[src/rtl/uart_loader_ctrl_if.sv]
// Purpose: bundles the UART byte handshake, memory write ports and run control of the loader.
// Latency: none, signal container only.
// Backpressure: tx_ready stalls the status byte; the rx side has none (edge-qualified strobe).
interface uart_loader_ctrl_if;
    logic        rx_rd;
    logic [7:0]  rx_dout;
    logic        tx_ready;
    logic        tx_wr;
    logic [31:0] tx_din;
    logic [31:0] insn_addr;
    logic [31:0] insn_din;
    logic        insn_we;
    logic [31:0] data_addr;
    logic [31:0] data_din;
    logic        data_we;
    logic        run;
    logic        busy;

    // Loader side: consumes rx bytes and tx_ready, drives everything else.
    modport slave (
        input  rx_rd, rx_dout, tx_ready,
        output tx_wr, tx_din, insn_addr, insn_din, insn_we,
               data_addr, data_din, data_we, run, busy
    );

    // Environment side: UART pair and core.
    modport master (
        output rx_rd, rx_dout, tx_ready,
        input  tx_wr, tx_din, insn_addr, insn_din, insn_we,
               data_addr, data_din, data_we, run, busy
    );
endinterface

[src/rtl/uart_loader_ctrl.sv]
// Purpose: parses framed UART commands into instruction/data memory writes and core run/halt control.
// Latency: a memory write appears the cycle after the 4th byte of a word; run rises RUN_DELAY cycles after RUN.
// Backpressure: the status byte waits in ACK until tx_ready; bytes arriving in ACK/RUNWAIT are dropped.
module uart_loader_ctrl #(
    parameter int RUN_DELAY      = 100,
    parameter int TIMEOUT_CYCLES = 10000000
) (
    input  logic               clk,
    input  logic               reset,
    uart_loader_ctrl_if.slave  bus
);
    localparam logic [2:0] S_IDLE    = 3'd0;
    localparam logic [2:0] S_ADDR    = 3'd1;
    localparam logic [2:0] S_LEN     = 3'd2;
    localparam logic [2:0] S_PAYLOAD = 3'd3;
    localparam logic [2:0] S_RUNWAIT = 3'd4;
    localparam logic [2:0] S_ACK     = 3'd5;

    logic [2:0]  r_state;
    logic        r_rx_rd;
    logic [7:0]  r_cmd;
    logic [31:0] r_addr;
    logic [15:0] r_len;
    logic [1:0]  r_cnt;
    logic [31:0] r_buf;
    logic [15:0] r_widx;
    logic        r_done;
    logic [31:0] r_tmo;
    logic [31:0] r_delay;
    logic [7:0]  r_status;
    logic        r_tx_wr;
    logic [31:0] r_tx_din;
    logic [31:0] r_insn_addr, r_insn_din, r_data_addr, r_data_din;
    logic        r_insn_we, r_data_we, r_run;

    logic        w_acc;
    logic [7:0]  w_byte;
    logic [31:0] w_word;
    logic [31:0] w_waddr;
    logic        w_tmo_hit;

    assign w_acc     = bus.rx_rd & ~r_rx_rd;
    assign w_byte    = bus.rx_dout;
    assign w_word    = {w_byte, r_buf[31:8]};
    assign w_waddr   = r_addr + {14'd0, r_widx, 2'b00};
    assign w_tmo_hit = (r_tmo == 32'(TIMEOUT_CYCLES - 1));

    assign bus.tx_wr     = r_tx_wr;
    assign bus.tx_din    = r_tx_din;
    assign bus.insn_addr = r_insn_addr;
    assign bus.insn_din  = r_insn_din;
    assign bus.insn_we   = r_insn_we;
    assign bus.data_addr = r_data_addr;
    assign bus.data_din  = r_data_din;
    assign bus.data_we   = r_data_we;
    assign bus.run       = r_run;
    assign bus.busy      = (r_state != S_IDLE);

    // Remember last rx_rd level so a long strobe yields a single byte.
    always_ff @(posedge clk or posedge reset) begin
        if (reset) r_rx_rd <= 1'b0;
        else       r_rx_rd <= bus.rx_rd;
    end

    // Packet parser, write generator, run sequencer and status return.
    always_ff @(posedge clk or posedge reset) begin
        if (reset) begin
            r_state     <= S_IDLE;
            r_cmd       <= 8'd0;
            r_addr      <= 32'd0;
            r_len       <= 16'd0;
            r_cnt       <= 2'd0;
            r_buf       <= 32'd0;
            r_widx      <= 16'd0;
            r_done      <= 1'b0;
            r_tmo       <= 32'd0;
            r_delay     <= 32'd0;
            r_status    <= 8'd0;
            r_tx_wr     <= 1'b0;
            r_tx_din    <= 32'd0;
            r_insn_addr <= 32'd0;
            r_insn_din  <= 32'd0;
            r_insn_we   <= 1'b0;
            r_data_addr <= 32'd0;
            r_data_din  <= 32'd0;
            r_data_we   <= 1'b0;
            r_run       <= 1'b0;
        end else begin
            r_insn_we <= 1'b0;
            r_data_we <= 1'b0;
            r_tx_wr   <= 1'b0;
            case (r_state)
                S_IDLE: if (w_acc) begin
                    case (w_byte)
                        8'h01, 8'h02: begin
                            r_cmd   <= w_byte;
                            r_run   <= 1'b0;
                            r_cnt   <= 2'd0;
                            r_tmo   <= 32'd0;
                            r_state <= S_ADDR;
                        end
                        8'h03: begin
                            r_delay <= 32'd0;
                            r_state <= S_RUNWAIT;
                        end
                        8'h04: begin
                            r_run    <= 1'b0;
                            r_status <= 8'hA4;
                            r_state  <= S_ACK;
                        end
                        default: begin
                            r_status <= 8'hEE;
                            r_state  <= S_ACK;
                        end
                    endcase
                end
                S_ADDR: begin
                    if (w_acc) begin
                        r_tmo <= 32'd0;
                        r_cnt <= r_cnt + 2'd1;
                        if (r_cnt == 2'd3) begin
                            // Word-align the base; low address bits are discarded.
                            r_addr  <= {w_byte, r_addr[31:10], 2'b00};
                            r_cnt   <= 2'd0;
                            r_state <= S_LEN;
                        end else begin
                            r_addr <= {w_byte, r_addr[31:8]};
                        end
                    end else if (w_tmo_hit) begin
                        r_status <= 8'hEE;
                        r_state  <= S_ACK;
                    end else begin
                        r_tmo <= r_tmo + 32'd1;
                    end
                end
                S_LEN: begin
                    if (w_acc) begin
                        r_tmo <= 32'd0;
                        r_len <= {w_byte, r_len[15:8]};
                        r_cnt <= r_cnt + 2'd1;
                        if (r_cnt == 2'd1) begin
                            r_cnt <= 2'd0;
                            if ({w_byte, r_len[15:8]} == 16'd0) begin
                                r_status <= 8'hA0 | r_cmd;
                                r_state  <= S_ACK;
                            end else begin
                                r_widx  <= 16'd0;
                                r_done  <= 1'b0;
                                r_state <= S_PAYLOAD;
                            end
                        end
                    end else if (w_tmo_hit) begin
                        r_status <= 8'hEE;
                        r_state  <= S_ACK;
                    end else begin
                        r_tmo <= r_tmo + 32'd1;
                    end
                end
                S_PAYLOAD: begin
                    if (r_done) begin
                        // One extra cycle so the last write strobe is seen inside PAYLOAD.
                        r_state <= S_ACK;
                    end else if (w_acc) begin
                        r_tmo <= 32'd0;
                        r_buf <= w_word;
                        r_cnt <= r_cnt + 2'd1;
                        if (r_cnt == 2'd3) begin
                            if (r_cmd == 8'h02) begin
                                r_data_we   <= 1'b1;
                                r_data_addr <= w_waddr;
                                r_data_din  <= w_word;
                            end else begin
                                r_insn_we   <= 1'b1;
                                r_insn_addr <= w_waddr;
                                r_insn_din  <= w_word;
                            end
                            r_widx <= r_widx + 16'd1;
                            if (r_widx == r_len - 16'd1) begin
                                r_done   <= 1'b1;
                                r_status <= 8'hA0 | r_cmd;
                            end
                        end
                    end else if (w_tmo_hit) begin
                        r_status <= 8'hEE;
                        r_state  <= S_ACK;
                    end else begin
                        r_tmo <= r_tmo + 32'd1;
                    end
                end
                S_RUNWAIT: begin
                    if (r_run) begin
                        r_status <= 8'hA3;
                        r_state  <= S_ACK;
                    end else if ((r_delay + 32'd1) >= 32'(RUN_DELAY)) begin
                        r_run    <= 1'b1;
                        r_status <= 8'hA3;
                        r_state  <= S_ACK;
                    end else begin
                        r_delay <= r_delay + 32'd1;
                    end
                end
                S_ACK: if (bus.tx_ready) begin
                    r_tx_wr  <= 1'b1;
                    r_tx_din <= {24'd0, r_status};
                    r_state  <= S_IDLE;
                end
                default: r_state <= S_IDLE;
            endcase
        end
    end
endmodule

[src/flat_wrapper.sv]
// flat-port wrapper written by rule: the top's interface ports become plain ports
module uart_loader_ctrl_flat 
#(
    parameter int RUN_DELAY      = 100,
    parameter int TIMEOUT_CYCLES = 10000000
)
  (clk, reset, bus_rx_rd, bus_rx_dout, bus_tx_ready, bus_tx_wr, bus_tx_din, bus_insn_addr, bus_insn_din, bus_insn_we, bus_data_addr, bus_data_din, bus_data_we, bus_run, bus_busy);
  uart_loader_ctrl_if bus_i ();
  input  logic clk;
  input  logic reset;
  input wire logic [$bits(bus_i.rx_rd)-1:0] bus_rx_rd;
  input wire logic [$bits(bus_i.rx_dout)-1:0] bus_rx_dout;
  input wire logic [$bits(bus_i.tx_ready)-1:0] bus_tx_ready;
  output wire logic [$bits(bus_i.tx_wr)-1:0] bus_tx_wr;
  output wire logic [$bits(bus_i.tx_din)-1:0] bus_tx_din;
  output wire logic [$bits(bus_i.insn_addr)-1:0] bus_insn_addr;
  output wire logic [$bits(bus_i.insn_din)-1:0] bus_insn_din;
  output wire logic [$bits(bus_i.insn_we)-1:0] bus_insn_we;
  output wire logic [$bits(bus_i.data_addr)-1:0] bus_data_addr;
  output wire logic [$bits(bus_i.data_din)-1:0] bus_data_din;
  output wire logic [$bits(bus_i.data_we)-1:0] bus_data_we;
  output wire logic [$bits(bus_i.run)-1:0] bus_run;
  output wire logic [$bits(bus_i.busy)-1:0] bus_busy;
  assign bus_i.rx_rd = bus_rx_rd;
  assign bus_i.rx_dout = bus_rx_dout;
  assign bus_i.tx_ready = bus_tx_ready;
  assign bus_tx_wr = bus_i.tx_wr;
  assign bus_tx_din = bus_i.tx_din;
  assign bus_insn_addr = bus_i.insn_addr;
  assign bus_insn_din = bus_i.insn_din;
  assign bus_insn_we = bus_i.insn_we;
  assign bus_data_addr = bus_i.data_addr;
  assign bus_data_din = bus_i.data_din;
  assign bus_data_we = bus_i.data_we;
  assign bus_run = bus_i.run;
  assign bus_busy = bus_i.busy;
  uart_loader_ctrl #(.RUN_DELAY(RUN_DELAY), .TIMEOUT_CYCLES(TIMEOUT_CYCLES)) u_core (.clk(clk), .reset(reset), .bus(bus_i));
endmodule
[config.mk]
export PLATFORM = sky130hd
export DESIGN_NAME = uart_loader_ctrl_flat
export DESIGN_NICKNAME = d
export VERILOG_FILES = /design/src/rtl/uart_loader_ctrl_if.sv /design/src/rtl/uart_loader_ctrl.sv /design/src/flat_wrapper.sv
export SDC_FILE = /design/constraint.sdc
export NUM_CORES = 1
export LEC_CHECK = 0
export ABC_AREA = 1
export BUFFER_PORTS_ARGS = -buffer_cell sky130_fd_sc_hd__buf_2
export CAP_MARGIN = 20
export CORE_UTILIZATION = 57
export CTS_CLUSTER_SIZE = 25
export DETAILED_ROUTE_END_ITERATION = 8
export PLACE_DENSITY = 0.84
export SETUP_SLACK_MARGIN = 0.15
export SYNTH_ARGS = -nofsm -noshare
export SYNTH_HDL_FRONTEND = slang
export SYNTH_SLANG_ARGS = --single-unit
[constraint.sdc]
create_clock -name clk -period 14.9 [get_ports clk]
set_input_delay 0.745 -clock clk [delete_from_list [all_inputs] [get_ports clk]]
set_output_delay 0.745 -clock clk [all_outputs]
set_load 0.01 [all_outputs]
After elaboration in Yosys (flattened, before gate mapping)
Index checks and enable logic that the tools add are counted.
{"block": "op_classes", "add_sub_neg": 6, "order_cmp": 1, "eq_ne": 37, "n_mux": 81, "bitwise": 4, "n_reduce_logical": 27}
{"operator": "2-to-1 mux 32 bit", "count": 9}
{"operator": "2-to-1 mux 16 bit", "count": 6}
{"operator": "2-to-1 mux 8 bit", "count": 12}
{"operator": "one-hot mux 32 bit (3 select lines)", "count": 1}
{"operator": "adder 32 x 1 -> 32 bit (second input constant)", "count": 2}
{"operator": "one-hot mux 32 bit (2 select lines)", "count": 1}
{"operator": "one-hot mux 8 bit (5 select lines)", "count": 1}
{"operator": "2-to-1 mux 3 bit", "count": 12}
{"operator": "adder 32 x 18 -> 32 bit", "count": 1}
{"operator": "== test 32 x 24 -> 1 bit (second input constant)", "count": 1}
{"operator": "greater-or-equal comparator 32 x 7 -> 1 bit (second input constant)", "count": 1}
{"operator": "one-hot mux 16 bit (2 select lines)", "count": 1}
{"operator": "== test 8 x 2 -> 1 bit (second input constant)", "count": 3}
{"operator": "2-to-1 mux 1 bit", "count": 23}
{"operator": "inequality test 2 bit (second input constant)", "count": 10}
{"operator": "2-to-1 mux 2 bit", "count": 9}
{"operator": "one-hot mux 3 bit (6 select lines)", "count": 1}
{"operator": "adder 16 x 1 -> 16 bit (second input constant)", "count": 1}
{"operator": "== test 16 bit", "count": 1}
{"operator": "logical NOT 16 bit", "count": 1}
{"operator": "one-hot mux 8 bit (2 select lines)", "count": 1}
{"operator": "subtractor 16 x 1 -> 16 bit (second input constant)", "count": 1}
{"operator": "inequality test 3 bit (second input constant)", "count": 5}
{"operator": "AND reduction 5 bit", "count": 3}
{"operator": "29 further kinds", "count": 49}
{"block": "totals", "regBits": 323, "out_inout_bits": 165, "wordCells": 177}

Logic depth before layout (Yosys ltp)
Gate-level depths: netlist of the first run.
{"block": "logic_depth", "ltp_word": 7, "mapped_depth": 18, "ltp_nobuf": 17}

Least setup slack after synthesis of the first run
Ideal clock, no wire load.
{"block": "synth_timing", "kind": "reg2reg", "from": "reg u_core.r_widx[0]", "to": "reg u_core.r_data_addr[28], in the netlist u_core.bus.data_addr[28]", "setup_ns": 0.067, "t_arrival_ns": 2.384, "path_slack_ns": 12.449, "path_stages_with_launch": 13, "cell_sequence": "dfrtp_1 ha_1 inv_1 fa_1 o21ai_0 nand3_1 o21ai_0 nand2_1 nand2_1 nand2_1 o21ai_0 nand3_1 nand2_1"}
{"block": "synth_via", "elab_chain_len": 1}
{"element": "start: declaration", "line_no": "uart_loader_ctrl.sv:26", "source": "logic [15:0] r_widx;"}
{"element": "start signal: assignment", "line_no": "uart_loader_ctrl.sv:177", "source": "r_widx <= r_widx + 16'd1;"}
{"element": "adder 32 x 18 -> 32 bit", "line_no": "uart_loader_ctrl.sv:45", "source": "assign w_waddr = r_addr + {14'd0, r_widx, 2'b00};"}
{"element": "end signal: assignment", "line_no": "uart_loader_ctrl.sv:170", "source": "r_data_addr <= w_waddr;"}
{"element": "end: declaration", "line_no": "uart_loader_ctrl.sv:33", "source": "logic [31:0] r_insn_addr, r_insn_din, r_data_addr, r_data_din;"}
Every way passes these cells.
A chain may end at the register's enable or synchronous reset.

Final worst setup path of the first run
{"block": "layout_timing", "from": "reg u_core.r_state[2]", "to": "reg u_core.r_insn_addr[10], in the netlist u_core.bus.insn_addr[10]"}
{"block": "layout_via", "elab_chain_len": 2}
{"element": "start: declaration", "line_no": "uart_loader_ctrl.sv:19", "source": "logic [2:0] r_state;"}
{"element": "start signal: assignment", "line_no": "uart_loader_ctrl.sv:68", "source": "r_state <= S_IDLE;"}
{"element": "start signal: assignment", "line_no": "uart_loader_ctrl.sv:100", "source": "r_state <= S_ADDR;"}
{"element": "start signal: assignment", "line_no": "uart_loader_ctrl.sv:104", "source": "r_state <= S_RUNWAIT;"}
{"element": "== test 3 x 2 -> 1 bit", "line_no": "uart_loader_ctrl.sv:92", "source": "case (r_state)"}
{"element": "AND reduction 5 bit (no source line)"}
{"element": "end signal: assignment", "line_no": "uart_loader_ctrl.sv:174", "source": "r_insn_addr <= w_waddr;"}
{"element": "end: declaration", "line_no": "uart_loader_ctrl.sv:33"}
Every way passes these cells.

==> out/qor.yml, run 1 <==
outcome: "completed"
rr_worst_depth: 15
drc: 0
cap_violations: 0
htree_levels: 2
final_cell_mix: "640 x nand2_1, 315 x dfrtp_1, 209 x inv_1"
setup_viol: 0
firstDrtPassIters: 5
critPathMaxFanout: 107
fillers: 2306
peakVddDrop_uv: 114
coreArea_sq_mm: 0.0280
yosysSeqAreaShare_pct: 48.1
ff2ff_setup_slack_ns: 10.93
initial_utilization_pct: 58.5
yosys.area_share.xor_xnor_pct: 3.51
synth.mux.area_fraction_pct: 0.275
yosys_warnings: 0
worst_ep_required_time_ns: 15.26
avgSynthCellArea_sq_um: 7.72
clock_path_buffers: 3
drive_gt1_share_pct: 11.9
drt_wl_total_microns: 43300
syn_area_sq_mm: 0.0164
die_h_microns: 171
clockRootBuffer: "clkbuf_16"
die_w_microns: 171
final_nets: 2292
synth_ff_type: "dfrtp_1"
insertedDiodeCount: 0
num_rows: 61
antenna_found_initial: 0
post_cts_buffers: 0
final_common_cell: "nand2_1"
syn_inst: 2121
gr-usage-all-layers_pct: 30.2
hold_path.class: "in2async"
critPathKind: "reg2reg"
critical_path.top_delay_family: "simple AND/OR/NAND/NOR gates"
worstReg2RegEnd: "u_core.bus.insn_addr[10]"
die_area_sq_mm: 0.0294
first_iter_violations: 1583
endpoint_kind: "flop"
io_pins: 177
p_leak_nw: 9.03
grt_pass1_wl_microns: 70600
fin_skew_ns: 0.0397
synth_edf_count: 0
arrival_ns: 4.33
yosys.area_share.simple_pct: 28.9
fin_crit_ns: 3.97
synth-compound-area-share_pct: 9.24
via_per_inst: 5.59
synth_top_family_by_area: "simple AND/OR/NAND/NOR gates"
multi_input_area_sq_mm: 0.00726
hpwlAfterDp_microns: 30900
vias: 14900
async_flop_share_pct: 100
cts_tree: "built"
crit_top_cell: "inv_2"
fin_setup_tns_ns: 0
timing.rr.start: "u_core.r_state[2]"
portBuffers: 152
clock-sinks: 315
postSynthRegisterBits: 315
max_slew.worst_pin.slew_ns: 1.07
max_freq_mhz: 252
slowest_stage: "nor2_4"
clkLatencyLatePin_ns: 0.54
hold_viol: 0
register_area_sq_mm: 0.00788
drv_slew: 0
synth_cell_types: 50
power.total_mw: 2.86
gp_congestion: 0.962
clkTransAtPathRegs_ns: 0.06
antenna_left: 0
cts_resized: 0
cp_num_buf_inv: 7
cts_buffers: 35
avgRoutedWirePerCell_microns: 16.3
worstPathCellList: "clkinv_2 -> nand2_2 -> nor2_4 -> inv_2 -> nor2_4 -> inv_2 -> nor2_4 -> inv_2 -> nor2_2 -> inv_2 -> nor2_4 -> inv_2 -> buf_4 -> nand2_1 -> o21ai_0"
postCtsHoldBufs: 0
syn_to_final_growth_pct: 12.9
relSlewSlack_pct: 28.9
overflow: 0
crit_path_max_incr_delay_ns: 0.77
start_kind: "flop"
post-route-util_pct: 66.0
power_density_mw_per_mm2: 155
rsz0062_at_grt: "no"
grt_max_degree: 108
finalCritPeriodShare_pct: 26.6
synth_adder_area_share_pct: 1.88
grt_pass1_vias: 14000
==> stage by stage <==
step / hold WS, ns / cell area [sq um] / worst slack [ns] / cells
global placement: 0.431 / 17300 / 10.96 / 2597
floorplan: 0.419 / 16500 / 5.44 / 2144
finish: 0.292 / 18500 / 10.93 / 2659
global route: 0.345 / 18500 / 10.58 / 2659
CTS: 0.323 / 18500 / 11.00 / 2659
detailed placement: 0.445 / 17300 / 10.77 / 2597
==> sequential cells by signal (all words and copies together) (netlist names), 2 cells and up <==
name,count
u_core.r_cnt,2
u_core.r_state,3
u_core.r_addr,32
u_core.r_cmd,8
u_core.bus.data_addr,32
u_core.r_widx,16
u_core.r_buf,24
u_core.bus.data_din,32
u_core.bus.tx_din,8
u_core.r_delay,32
u_core.r_tmo,32
u_core.r_status,8
u_core.bus.insn_addr,32
u_core.r_len,16
u_core.bus.insn_din,32
==> power by group <==
| part | total, mW | internal [mW] | switching, mW |
|---|---|---|---|
| registers | 1.16 | 1.01 | 0.151 |
| clock network | 0.884 | 0.522 | 0.362 |
| logic | 0.812 | 0.248 | 0.564 |
| total | 2.86 | 1.78 | 1.08 |
==> cell type report <==
type                            count  area share [%]
Multi-Input combinational cell   1519            39.3
Timing Repair Buffer              161            4.48
Clock buffer                       46            5.29
Clock inverter                     16            1.16
Sequential cell                   315            42.6
Inverter                          224            4.62
Tap cell                          378            2.56
==> layer usage <==
metal | wire, microns | vias to the layer above | track usage (%) | share of wire (%)
met5 | 0 | - | 0 | 0
met4 | 1500 | 0 | 11.9 | 3.5
met3 | 3300 | 106 | 4.56 | 7.6
met2 | 19900 | 638 | 48.1 | 46
met1 | 18600 | 7060 | 41.7 | 43
li1 | - | 7050 | - | -
==> Yosys cell counts (10+ instances only) <==
| cell | instances | area (sq um) |
|---|---|---|
| inv_2 | 11 | 41.3 |
| inv_1 | 210 | 788 |
| dfrtp_1 | 315 | 7880 |
| xnor2_1 | 15 | 131 |
| nor2_1 | 209 | 785 |
| buf_4 | 24 | 180 |
| o21ai_0 | 196 | 981 |
| nand3_1 | 122 | 611 |
| nor4_1 | 15 | 93.8 |
| nor2_4 | 10 | 113 |
| nand2_1 | 640 | 2400 |
| buf_2 | 19 | 95.1 |
| ha_1 | 23 | 288 |
| clkbuf_1 | 36 | 135 |
| a21oi_1 | 31 | 155 |
| xor2_1 | 48 | 420 |
| nor3_1 | 41 | 205 |
| nand4_1 | 46 | 288 |
| o21ai_1 | 39 | 195 |
==> worst max-delay path by stage <==
stage | start | to | slack (ns) | depth (start not counted)
after CTS | u_core.r_state[2] | u_core.bus.insn_addr[10] | 11.00 | 15
after global placement | bus_rx_rd | u_core.bus.insn_din[25] | 10.96 | 16
after global routing | u_core.r_state[2] | u_core.bus.insn_din[11] | 10.58 | 15
final | u_core.r_state[2] | u_core.bus.insn_addr[10] | 10.93 | 15
after floorplan | reset | u_core.bus.data_addr[0] | 5.44 | 1
after detailed placement | bus_rx_rd | u_core.bus.insn_din[13] | 10.77 | 16
==> logic make-up after synthesis <==
logic type	count (synthesis)
xor+xnor	64
mux	4
flops	315
other cells	1
simple gates	1114
fa+ha+maj	24
buf+inv	310
compound gates	289
Power figures use the tool's default switching activity.
==> run 2: changes to the inputs <==
- CORE_UTILIZATION: 57 -> 54
- PLACE_DENSITY: 0.84 -> 0.83
- clock period: 14.9 -> 3.52 ns (I/O delays scaled with it)
==> run 2 against run 1 <==
Net effect:
- clock power grew to 4.3 times the previous value
- worst hold slack lost 0.28 ns
- flip-flop and latch count is the same
- first-iteration DRC count shrank 24%
- clock-buffer cell count shrank 5
- power grew to 4.3 times the previous value
- largest cell class unchanged
- largest power group unchanged
- highest routed layer unchanged
==> out/qor.yml, run 2 (same netlist as run 1, synthesis figures left out) <==
outcome: "completed"
finalCritPeriodShare_pct: 81.6
clockRootBuffer: "clkbuf_16"
portBuffers: 152
critPathLaunch: "u_core.r_state[2]"
rr_worst_depth: 15
final_nets: 2305
drv_slew: 0
final_common_cell: "nand2_1"
peakVddDrop_uv: 441
endpoint_kind: "flop"
post_cts_buffers: 0
clkLatencyLatePin_ns: 0.53
clkTransAtPathRegs_ns: 0.06
drive_gt1_share_pct: 12.2
hpwlAfterDp_microns: 31500
drt_wl_total_microns: 44000
grt_pass1_wl_microns: 72000
setup_viol: 0
first_iter_violations: 1206
initial_utilization_pct: 55.1
endpoint: "u_core.bus.insn_addr[3]"
drc: 0
cap_violations: 0
fin_hold_ws_ns: 0.0107
overflow: 0
die_area_sq_mm: 0.0310
clock-sinks: 315
antenna_found_initial: 0
clock_path_buffers: 3
relSlewSlack_pct: 37.2
die_h_microns: 176
post-route-util_pct: 62.9
max_freq_mhz: 348
final_cell_mix: "640 x nand2_1, 315 x dfrtp_1, 209 x inv_1"
critPathMaxFanout: 66
cts_tree: "built"
grt_pass1_vias: 14100
arrival_ns: 3.25
gr-usage-all-layers_pct: 28.8
num_rows: 63
io_pins: 177
via_per_inst: 5.52
critPathKind: "reg2reg"
hold_viol: 0
antenna_left: 0
insertedDiodeCount: 0
p_leak_nw: 9.10
die_w_microns: 176
firstDrtPassIters: 6
fin_skew_ns: 0.0177
worstReg2RegEnd: "u_core.bus.insn_addr[3]"
avgRoutedWirePerCell_microns: 16.4
gp_congestion: 0.954
vias: 14800
max_slew.worst_pin.slew_ns: 0.940
power.total_mw: 12.2
coreArea_sq_mm: 0.0297
cts_buffers: 34
timing.rr.start: "u_core.r_state[2]"
worst_ep_required_time_ns: 3.90
htree_levels: 2
fin_crit_ns: 2.87
grt_max_degree: 104
hold_path.class: "in2reg"
rsz0062_at_grt: "no"
start_kind: "flop"
ff2ff_setup_slack_ns: 0.65
syn_to_final_growth_pct: 14.1
power_density_mw_per_mm2: 655
-- run 2: cell count changes in the layout (fill, tap and decap cells not counted), sizes merged --
cell         change
buf              +9
bufinv           +2
dlygate4sd3      +5
clkbuf           -5
clkinvlp         +5
clkinv           -1
inv              -3
-- run 2: worst max-delay path, stage by stage (launching register included) --
cell	delay (ns)
dfrtp_1	0.48
clkinv_2	0.14
nand2_2	0.09
nor2_4	0.34
inv_2	0.14
nor2_4	0.15
inv_2	0.07
nor2_4	0.09
inv_2	0.04
nor2_2	0.10
inv_2	0.08
nor2_4	0.10
inv_2	0.33
buf_12	0.35
nand2_1	0.13
o21ai_1	0.08
-- run 2: how the worst min path moves through the flow --
| stage | from | endpoint | slack [ns] | cells past startpoint |
|---|---|---|---|---|
| floorplan | bus_rx_rd | u_core.r_rx_rd | 0.21 | 0 |
| global placement | bus_rx_rd | u_core.r_rx_rd | 0.31 | 1 |
| detailed placement | bus_rx_rd | u_core.r_rx_rd | 0.31 | 1 |
| CTS | bus_rx_dout[7] | u_core.r_addr[31] | 0.007 | 3 |
| global route | bus_rx_dout[7] | u_core.r_addr[31] | 0.02 | 3 |
| finish | bus_rx_dout[7] | u_core.r_len[15] | 0.01 | 3 |
-- run 2: repair_timing --
| action | in CTS | in global routing |
|---|---|---|
| gates resized for setup | 0 | 1 |
| setup endpoints to repair | 0 | 1 |
| hold buffers | 5 | 0 |
| endpoints found under the hold margin | 40 | 0 |
-- run 2: metrics by stage --
| step | worst slack, ns | instance area, sq um | cells | setup TNS, ns |
|---|---|---|---|---|
| after floorplan | -0.853 | 16500 | 2144 | -268.65 |
| after global placement | 0.720 | 17400 | 2618 | 0 |
| after detailed placement | 0.587 | 17400 | 2618 | 0 |
| after CTS | 0.531 | 18700 | 2683 | 0 |
| after global routing | 0.254 | 18700 | 2683 | 0 |
| final | 0.647 | 18700 | 2683 | 0 |
-- run 2: report_power, final --
group | leakage, nW | total [mW] | internal (mW) | switching (mW)
Clock | 0.576 | 3.80 | 2.26 | 1.54
Combinational | 4.56 | 3.53 | 1.11 | 2.41
Sequential | 3.97 | 4.91 | 4.28 | 0.630
-- run 2: layout make-up --
cell class	count	area (sq um)
tap	390	488
sequential	315	7880
fill	2478	11000
clock buffer	41	917
inverter	224	851
multi-input combinational	1519	7260
clock inverter	19	272
timing repair buffer	175	1020
-- run 2: routing by layer --
metal,part of all wire [%],GRT usage [%]
met1,42,39.1
met5,0,0
met2,47,46.5
met3,6.6,3.68
met4,4.2,12.3
